==> config.mk <==
export PLATFORM = sky130hd
export DESIGN_NAME = keypad_scanner
export DESIGN_NICKNAME = d
export VERILOG_FILES = /design/src/rtl/keypad_pkg.sv /design/src/rtl/sync_2ff.sv /design/src/rtl/keypad_scanner.sv
export SDC_FILE = /design/constraint.sdc
export NUM_CORES = 1
export LEC_CHECK = 0
export CAP_MARGIN = 30
export CELL_PAD_IN_SITES_DETAIL_PLACEMENT = 0
export CELL_PAD_IN_SITES_GLOBAL_PLACEMENT = 1
export CORE_UTILIZATION = 45
export DETAILED_ROUTE_END_ITERATION = 8
export GPL_ROUTABILITY_DRIVEN = 0
export PLACE_DENSITY = 0.75
export SLEW_MARGIN = 5
export SYNTH_ARGS = -nofsm -noshare
export SYNTH_HDL_FRONTEND = slang
export SYNTH_HIERARCHICAL = 1
export SYNTH_SLANG_ARGS = --single-unit
==> constraint.sdc <==
create_clock -name clk -period 2.7 [get_ports clk]
set_input_delay 0.27 -clock clk [delete_from_list [all_inputs] [get_ports clk]]
set_output_delay 0.27 -clock clk [all_outputs]
set_load 0.1 [all_outputs]
==> src/rtl/keypad_pkg.sv <==
// Shared types and constants for the 4x4 matrix keypad scanner.
// Keymap is indexed by {row, col}; entry 0 is the top-left key.
package keypad_pkg;

    localparam int unsigned ROWS = 4;
    localparam int unsigned COLS = 4;

    typedef enum logic [1:0] {
        StScan,
        StDebounce,
        StPressed,
        StRelease
    } state_e;

    // Packed list runs from index 15 (left) down to index 0 (right).
    localparam logic [15:0][3:0] KEYMAP = {
        4'hD, 4'hF, 4'h0, 4'hE,
        4'hC, 4'h9, 4'h8, 4'h7,
        4'hB, 4'h6, 4'h5, 4'h4,
        4'hA, 4'h3, 4'h2, 4'h1
    };

    // True when exactly one active-low row is asserted.
    function automatic logic single_low(input logic [ROWS-1:0] rows);
        logic [ROWS-1:0] act;
        act = ~rows;
        return (act != '0) && ((act & (act - 1'b1)) == '0);
    endfunction

    function automatic logic [1:0] low_row(input logic [ROWS-1:0] rows);
        logic [1:0] idx;
        idx = 2'd0;
        for (int r = 0; r < ROWS; r++) begin
            if (!rows[r]) idx = 2'(r);
        end
        return idx;
    endfunction

endpackage

==> src/rtl/sync_2ff.sv <==
// Two-flop synchronizer for asynchronous inputs; resets to all-ones so
// idle pulled-up rows read as released.
module sync_2ff #(
    parameter int unsigned WIDTH = 4
) (
    input  logic             clk,
    input  logic             rst_n,
    input  logic [WIDTH-1:0] d,
    output logic [WIDTH-1:0] q
);

    logic [WIDTH-1:0] meta_q;
    logic [WIDTH-1:0] sync_q;

    always_ff @(posedge clk or negedge rst_n) begin
        if (!rst_n) begin
            meta_q <= '1;
            sync_q <= '1;
        end else begin
            meta_q <= d;
            sync_q <= meta_q;
        end
    end

    assign q = sync_q;

endmodule

==> src/rtl/keypad_scanner.sv <==
// 4x4 keypad scanner: column drive, press/release debounce and hex encode
// with a one-cycle valid strobe.
module keypad_scanner
    import keypad_pkg::*;
#(
    parameter logic [15:0] SCAN_DIV        = 16'd1000,
    parameter logic [19:0] DEBOUNCE_CYCLES = 20'd100_000
) (
    input  logic            clk,
    input  logic            rst_n,
    input  logic [ROWS-1:0] row_n,
    output logic [COLS-1:0] col_n,
    output logic [1:0]      col_idx,
    output logic [3:0]      key_code,
    output logic            key_valid,
    output logic            key_held
);

    state_e          state_q, state_d;
    logic [15:0]     timer_q, timer_d;
    logic [19:0]     cnt_q, cnt_d;
    logic [1:0]      col_q, col_d;
    logic [ROWS-1:0] cand_q, cand_d;
    logic [3:0]      code_q, code_d;
    logic            valid_q, valid_d;
    logic            held_q, held_d;
    logic [ROWS-1:0] row_s;

    sync_2ff #(
        .WIDTH(ROWS)
    ) u_sync (
        .clk   (clk),
        .rst_n (rst_n),
        .d     (row_n),
        .q     (row_s)
    );

    always_comb begin
        state_d = state_q;
        timer_d = timer_q;
        cnt_d   = cnt_q;
        col_d   = col_q;
        cand_d  = cand_q;
        code_d  = code_q;
        valid_d = 1'b0;
        held_d  = held_q;

        unique case (state_q)
            StScan: begin
                // Rows are only trusted on the last cycle of a column (settle time).
                if (timer_q == SCAN_DIV - 16'd1) begin
                    timer_d = '0;
                    if (single_low(row_s)) begin
                        cand_d  = row_s;
                        cnt_d   = '0;
                        state_d = StDebounce;
                    end else begin
                        col_d = col_q + 2'd1;
                    end
                end else begin
                    timer_d = timer_q + 16'd1;
                end
            end
            StDebounce: begin
                if (row_s == cand_q) begin
                    if (cnt_q == DEBOUNCE_CYCLES - 20'd1) begin
                        code_d  = KEYMAP[{low_row(cand_q), col_q}];
                        valid_d = 1'b1;
                        held_d  = 1'b1;
                        state_d = StPressed;
                    end else begin
                        cnt_d = cnt_q + 20'd1;
                    end
                end else begin
                    timer_d = '0;
                    state_d = StScan;
                end
            end
            StPressed: begin
                if (row_s == '1) begin
                    cnt_d   = '0;
                    state_d = StRelease;
                end
            end
            StRelease: begin
                if (row_s == '1) begin
                    if (cnt_q == DEBOUNCE_CYCLES - 20'd1) begin
                        held_d  = 1'b0;
                        col_d   = col_q + 2'd1;
                        timer_d = '0;
                        state_d = StScan;
                    end else begin
                        cnt_d = cnt_q + 20'd1;
                    end
                end else begin
                    state_d = StPressed;
                end
            end
            default: state_d = StScan;
        endcase
    end

    always_ff @(posedge clk or negedge rst_n) begin
        if (!rst_n) begin
            state_q <= StScan;
            timer_q <= '0;
            cnt_q   <= '0;
            col_q   <= '0;
            cand_q  <= '1;
            code_q  <= '0;
            valid_q <= 1'b0;
            held_q  <= 1'b0;
        end else begin
            state_q <= state_d;
            timer_q <= timer_d;
            cnt_q   <= cnt_d;
            col_q   <= col_d;
            cand_q  <= cand_d;
            code_q  <= code_d;
            valid_q <= valid_d;
            held_q  <= held_d;
        end
    end

    assign col_n     = ~(4'b0001 << col_q);
    assign col_idx   = col_q;
    assign key_code  = code_q;
    assign key_valid = valid_q;
    assign key_held  = held_q;

endmodule

==> summary.txt <==
Synthesis
  – Synth top cells by count: dfrtp_1, inv_1, nand2_1
  – Syn nets: 372
  – Post-synth ARST share: 1.00
  – Mapped Cells: 358
  – Top cells by area, synth: dfrtp_1, dfstp_2, nand3_1, ha_1, inv_1
  – Number of synthesized flops with an enable pin: 0
  – Sequential area share after synthesis: 0.435
  – Area leader, netlist: dfrtp_1
  – Post-Syn Area per Cell: 9.42 um^2
  – Top FF cell, synth: dfrtp_1
  – Top cell type's share of synthesized area: 0.341
  – Netlist cell types: 55
  – Synth warnings: 6
  – Most common cell in the netlist: dfrtp_1
  – Post-Synthesis Cell Area: 0.00337 mm^2
  – Flops & latches, synth: 58

Pwr
  – Internal: 0.00148 W
  – P per Cell Area: 486 mW/mm^2
  – Worst vdd ir: 212 uV
  – Switch Pwr: 0.000391 W
  – Combinational Power Share: 0.020
  – Sequential share of power: 0.474
  – LEAKAGE: 1.56 nW
  – Sw Ratio: 0.209
  – Clock share of power: 0.506

Floorplanning
  – Initial core utilization: 0.465
  – Die area: 0.00784 mm^2
  – CORE AREA: 0.00725 mm^2
  – Chip Height: 88.5 um
  – Row cnt: 31
  – Ports: 18
  – Die W: 88.5 um

Worst setup path
  – Worst R2R Start: timer_q[0]$_DFFE_PN0P_
  – Startpoint types: register
  – R2r setup slk: 0.27 ns
  – CP Capture Type: register
  – CP arrival: 2.66 ns
  – Critical path class: reg2reg
  – R2R cell count: 6
  – Worst Path Max Fanout: 6
  – Required time of the critical path: 2.93 ns
  – R2R Path End: col_idx[1]$_DFFE_PN0P_

Clock network
  – Resized Gates After CTS: 0
  – # Post-CTS Setup Buffers: 0
  – Clock tree buffer depth: 2
  – H-tree levels: 3
  – Clock Sinks: 58
  – Clk slew on worst S/H paths: 0.07 ns
  – Skew-Pair Late Insertion Delay: 0.34 ns
  – TritonCTS Buffers: 9
  – Clock root cell: clkbuf_8
  – CTS tree: done
  – Quantity of hold-fixing buffers added after cts: 0

Global routing
  – First-pass GRT wire length: 12.4 mm
  – Overflow after GRT: 0
  – Initial antenna violation count: 0
  – Vias in the first global route: 2478
  – Largest net degree at the start of global routing: 59
  – GR Util All Layers: 0.211

Layout
  – Layout area overhead: 14.2%
  – N_diodes: 0
  – Final core occ: 0.531
  – Share of layout cells above drive strength 1: 0.194
  – Final Net Count: 390

STA
  – Slew headroom: 0.488
  – Setup TNS: 0 ns
  – Hold Fails Final Rpt: 0
  – Slew @ Worst Pin: 0.766 ns
  – Clock Skew: 0.00812 ns
  – Pins Over Slew Limit: 0
  – FMAX: 0.412 GHz
  – Unrepaired setup endpoints after global routing: no
  – Hold WS: 0.0773 ns
  – Final min period: 2.43 ns
  – Final setup viols: 0
  – Final Cycle Share: 0.899

Drt
  – Post-route DRC: 0
  – Avg Vias per Cell: 5.83
  – Routed wire per std cell: 15.9 um
  – Via Count: 2800
  – Antenna Nets Post-Route: 0
  – Final wirelength: 7.62 mm
  – Detailed Routing Iterations Pass 1: 4
  – DR iter-0 viols: 133

Flow run
  – Max_cap viols: 0

Worst hold path
  – HP Class: in2async

Placement
  – Input/output buffers: 17
  – Dpl hpwl: 5.19 mm

Outcome
  – Status: finished, final reports clean
==> worst max-delay path: stages, from the launching register on <==
cell and delay, ns:
dfrtp_1 0.41, ha_1 0.31, or4bb_1 0.41, nor3_1 0.20, nand3_1 0.18, o32ai_1 0.42, mux2_2 0.38
==> worst max-delay path by stage <==
| stage | end | startpoint | slack (ns) |
|---|---|---|---|
| 2_1_floorplan | key_code[2]$_DFFE_PN0P_ | col_idx[1]$_DFFE_PN0P_ | 0.29 |
| 3_3_place_gp | col_idx[1]$_DFFE_PN0P_ | timer_q[0]$_DFFE_PN0P_ | 0.31 |
| 3_5_place_dp | col_idx[1]$_DFFE_PN0P_ | timer_q[0]$_DFFE_PN0P_ | 0.33 |
| 5_1_grt | timer_q[14]$_DFFE_PN0P_ | cnt_q[12]$_DFFE_PN0P_ | 0.06 |
| 6_report | col_idx[1]$_DFFE_PN0P_ | timer_q[0]$_DFFE_PN0P_ | 0.27 |
| 4_1_cts | col_idx[1]$_DFFE_PN0P_ | timer_q[0]$_DFFE_PN0P_ | 0.29 |
==> through the flow <==
| step | setup slack (ns) | cell area [um^2] | power (W) | std cells |
|---|---|---|---|---|
| 6_report | 0.272 | 3850 | 0.00187 | 480 |
| 3_5_place_dp | 0.327 | 3610 | 0.000940 | 464 |
| 4_1_cts | 0.295 | 3850 | 0.00189 | 480 |
| 5_1_grt | 0.0560 | 3850 | 0.00193 | 480 |
| 3_3_place_gp | 0.313 | 3610 | 0.000939 | 464 |
| 2_1_floorplan | 0.290 | 3370 | 0.000912 | 358 |
==> registers in the layout, summed over array words and instances (netlist names), 2 cells and up <==
| signal | cells |
|---|---|
| u_sync/q | 4 |
| u_sync/meta_q | 4 |
| cnt_q | 20 |
| col_idx | 2 |
| state_q | 2 |
| cand_q | 4 |
| timer_q | 16 |
| key_code | 4 |
==> layout by cell type, fill, tap and decap left out, drive strengths merged, types with 3 or more instances in the layout <==
master and n:
mux2i 3, a22o 4, o21ai 19, a21oi 18, nand4 15, xnor2 7, and4 6, or3 5
o221ai 9, dfrtp 46, o31ai 10, ha 8, clkdlybuf4s50 4, nor2 21, inv 27, dfstp 12
nand2 25, nand3 22, nor3 12, nor4 4, or2 7, o211ai 6, or4 12, clkbuf 13
a31oi 4, buf 21, a221o 4, mux2 8, and2 3
==> logic make-up (layout without fill, tap and decap cells) <==
group | count (synthesis) | after routing | synth area share
flops | 58 | 58 | 0.435
compound gates | 85 | 85 | 0.183
fa+ha+maj | 8 | 8 | 0.0297
mux | 11 | 11 | 0.0356
buf+inv | 45 | 68 | 0.0546
simple gates | 144 | 144 | 0.244
xor+xnor | 7 | 7 | 0.0182
==> per-layer routing <==
layer,part of all wire,GRT usage
met3,0.038,0.0466
met4,0.019,0.0748
met2,0.45,0.313
met1,0.49,0.302
met5,0,0
==> area by class of cell <==
class | instances | area, um^2
Timing Repair Buffer | 25 | 195
Tap cell | 99 | 124
Sequential cell | 58 | 1470
Inverter | 27 | 101
Fill cell | 686 | 3400
Clock buffer | 13 | 201
Multi-Input combinational cell | 255 | 1720
Clock inverter | 3 | 40.0
==> power groups by stage <==
stage | clock, W | combinational (W) | sequential [W]
global route | 0.00100 | 0.0000423 | 0.000887
floorplan | 0 | 0.0000130 | 0.000899
finish | 0.000946 | 0.0000367 | 0.000887
detailed placement | 0 | 0.0000383 | 0.000902
global placement | 0 | 0.0000377 | 0.000902
CTS | 0.000967 | 0.0000385 | 0.000886
(Power assumes the default switching activity.)
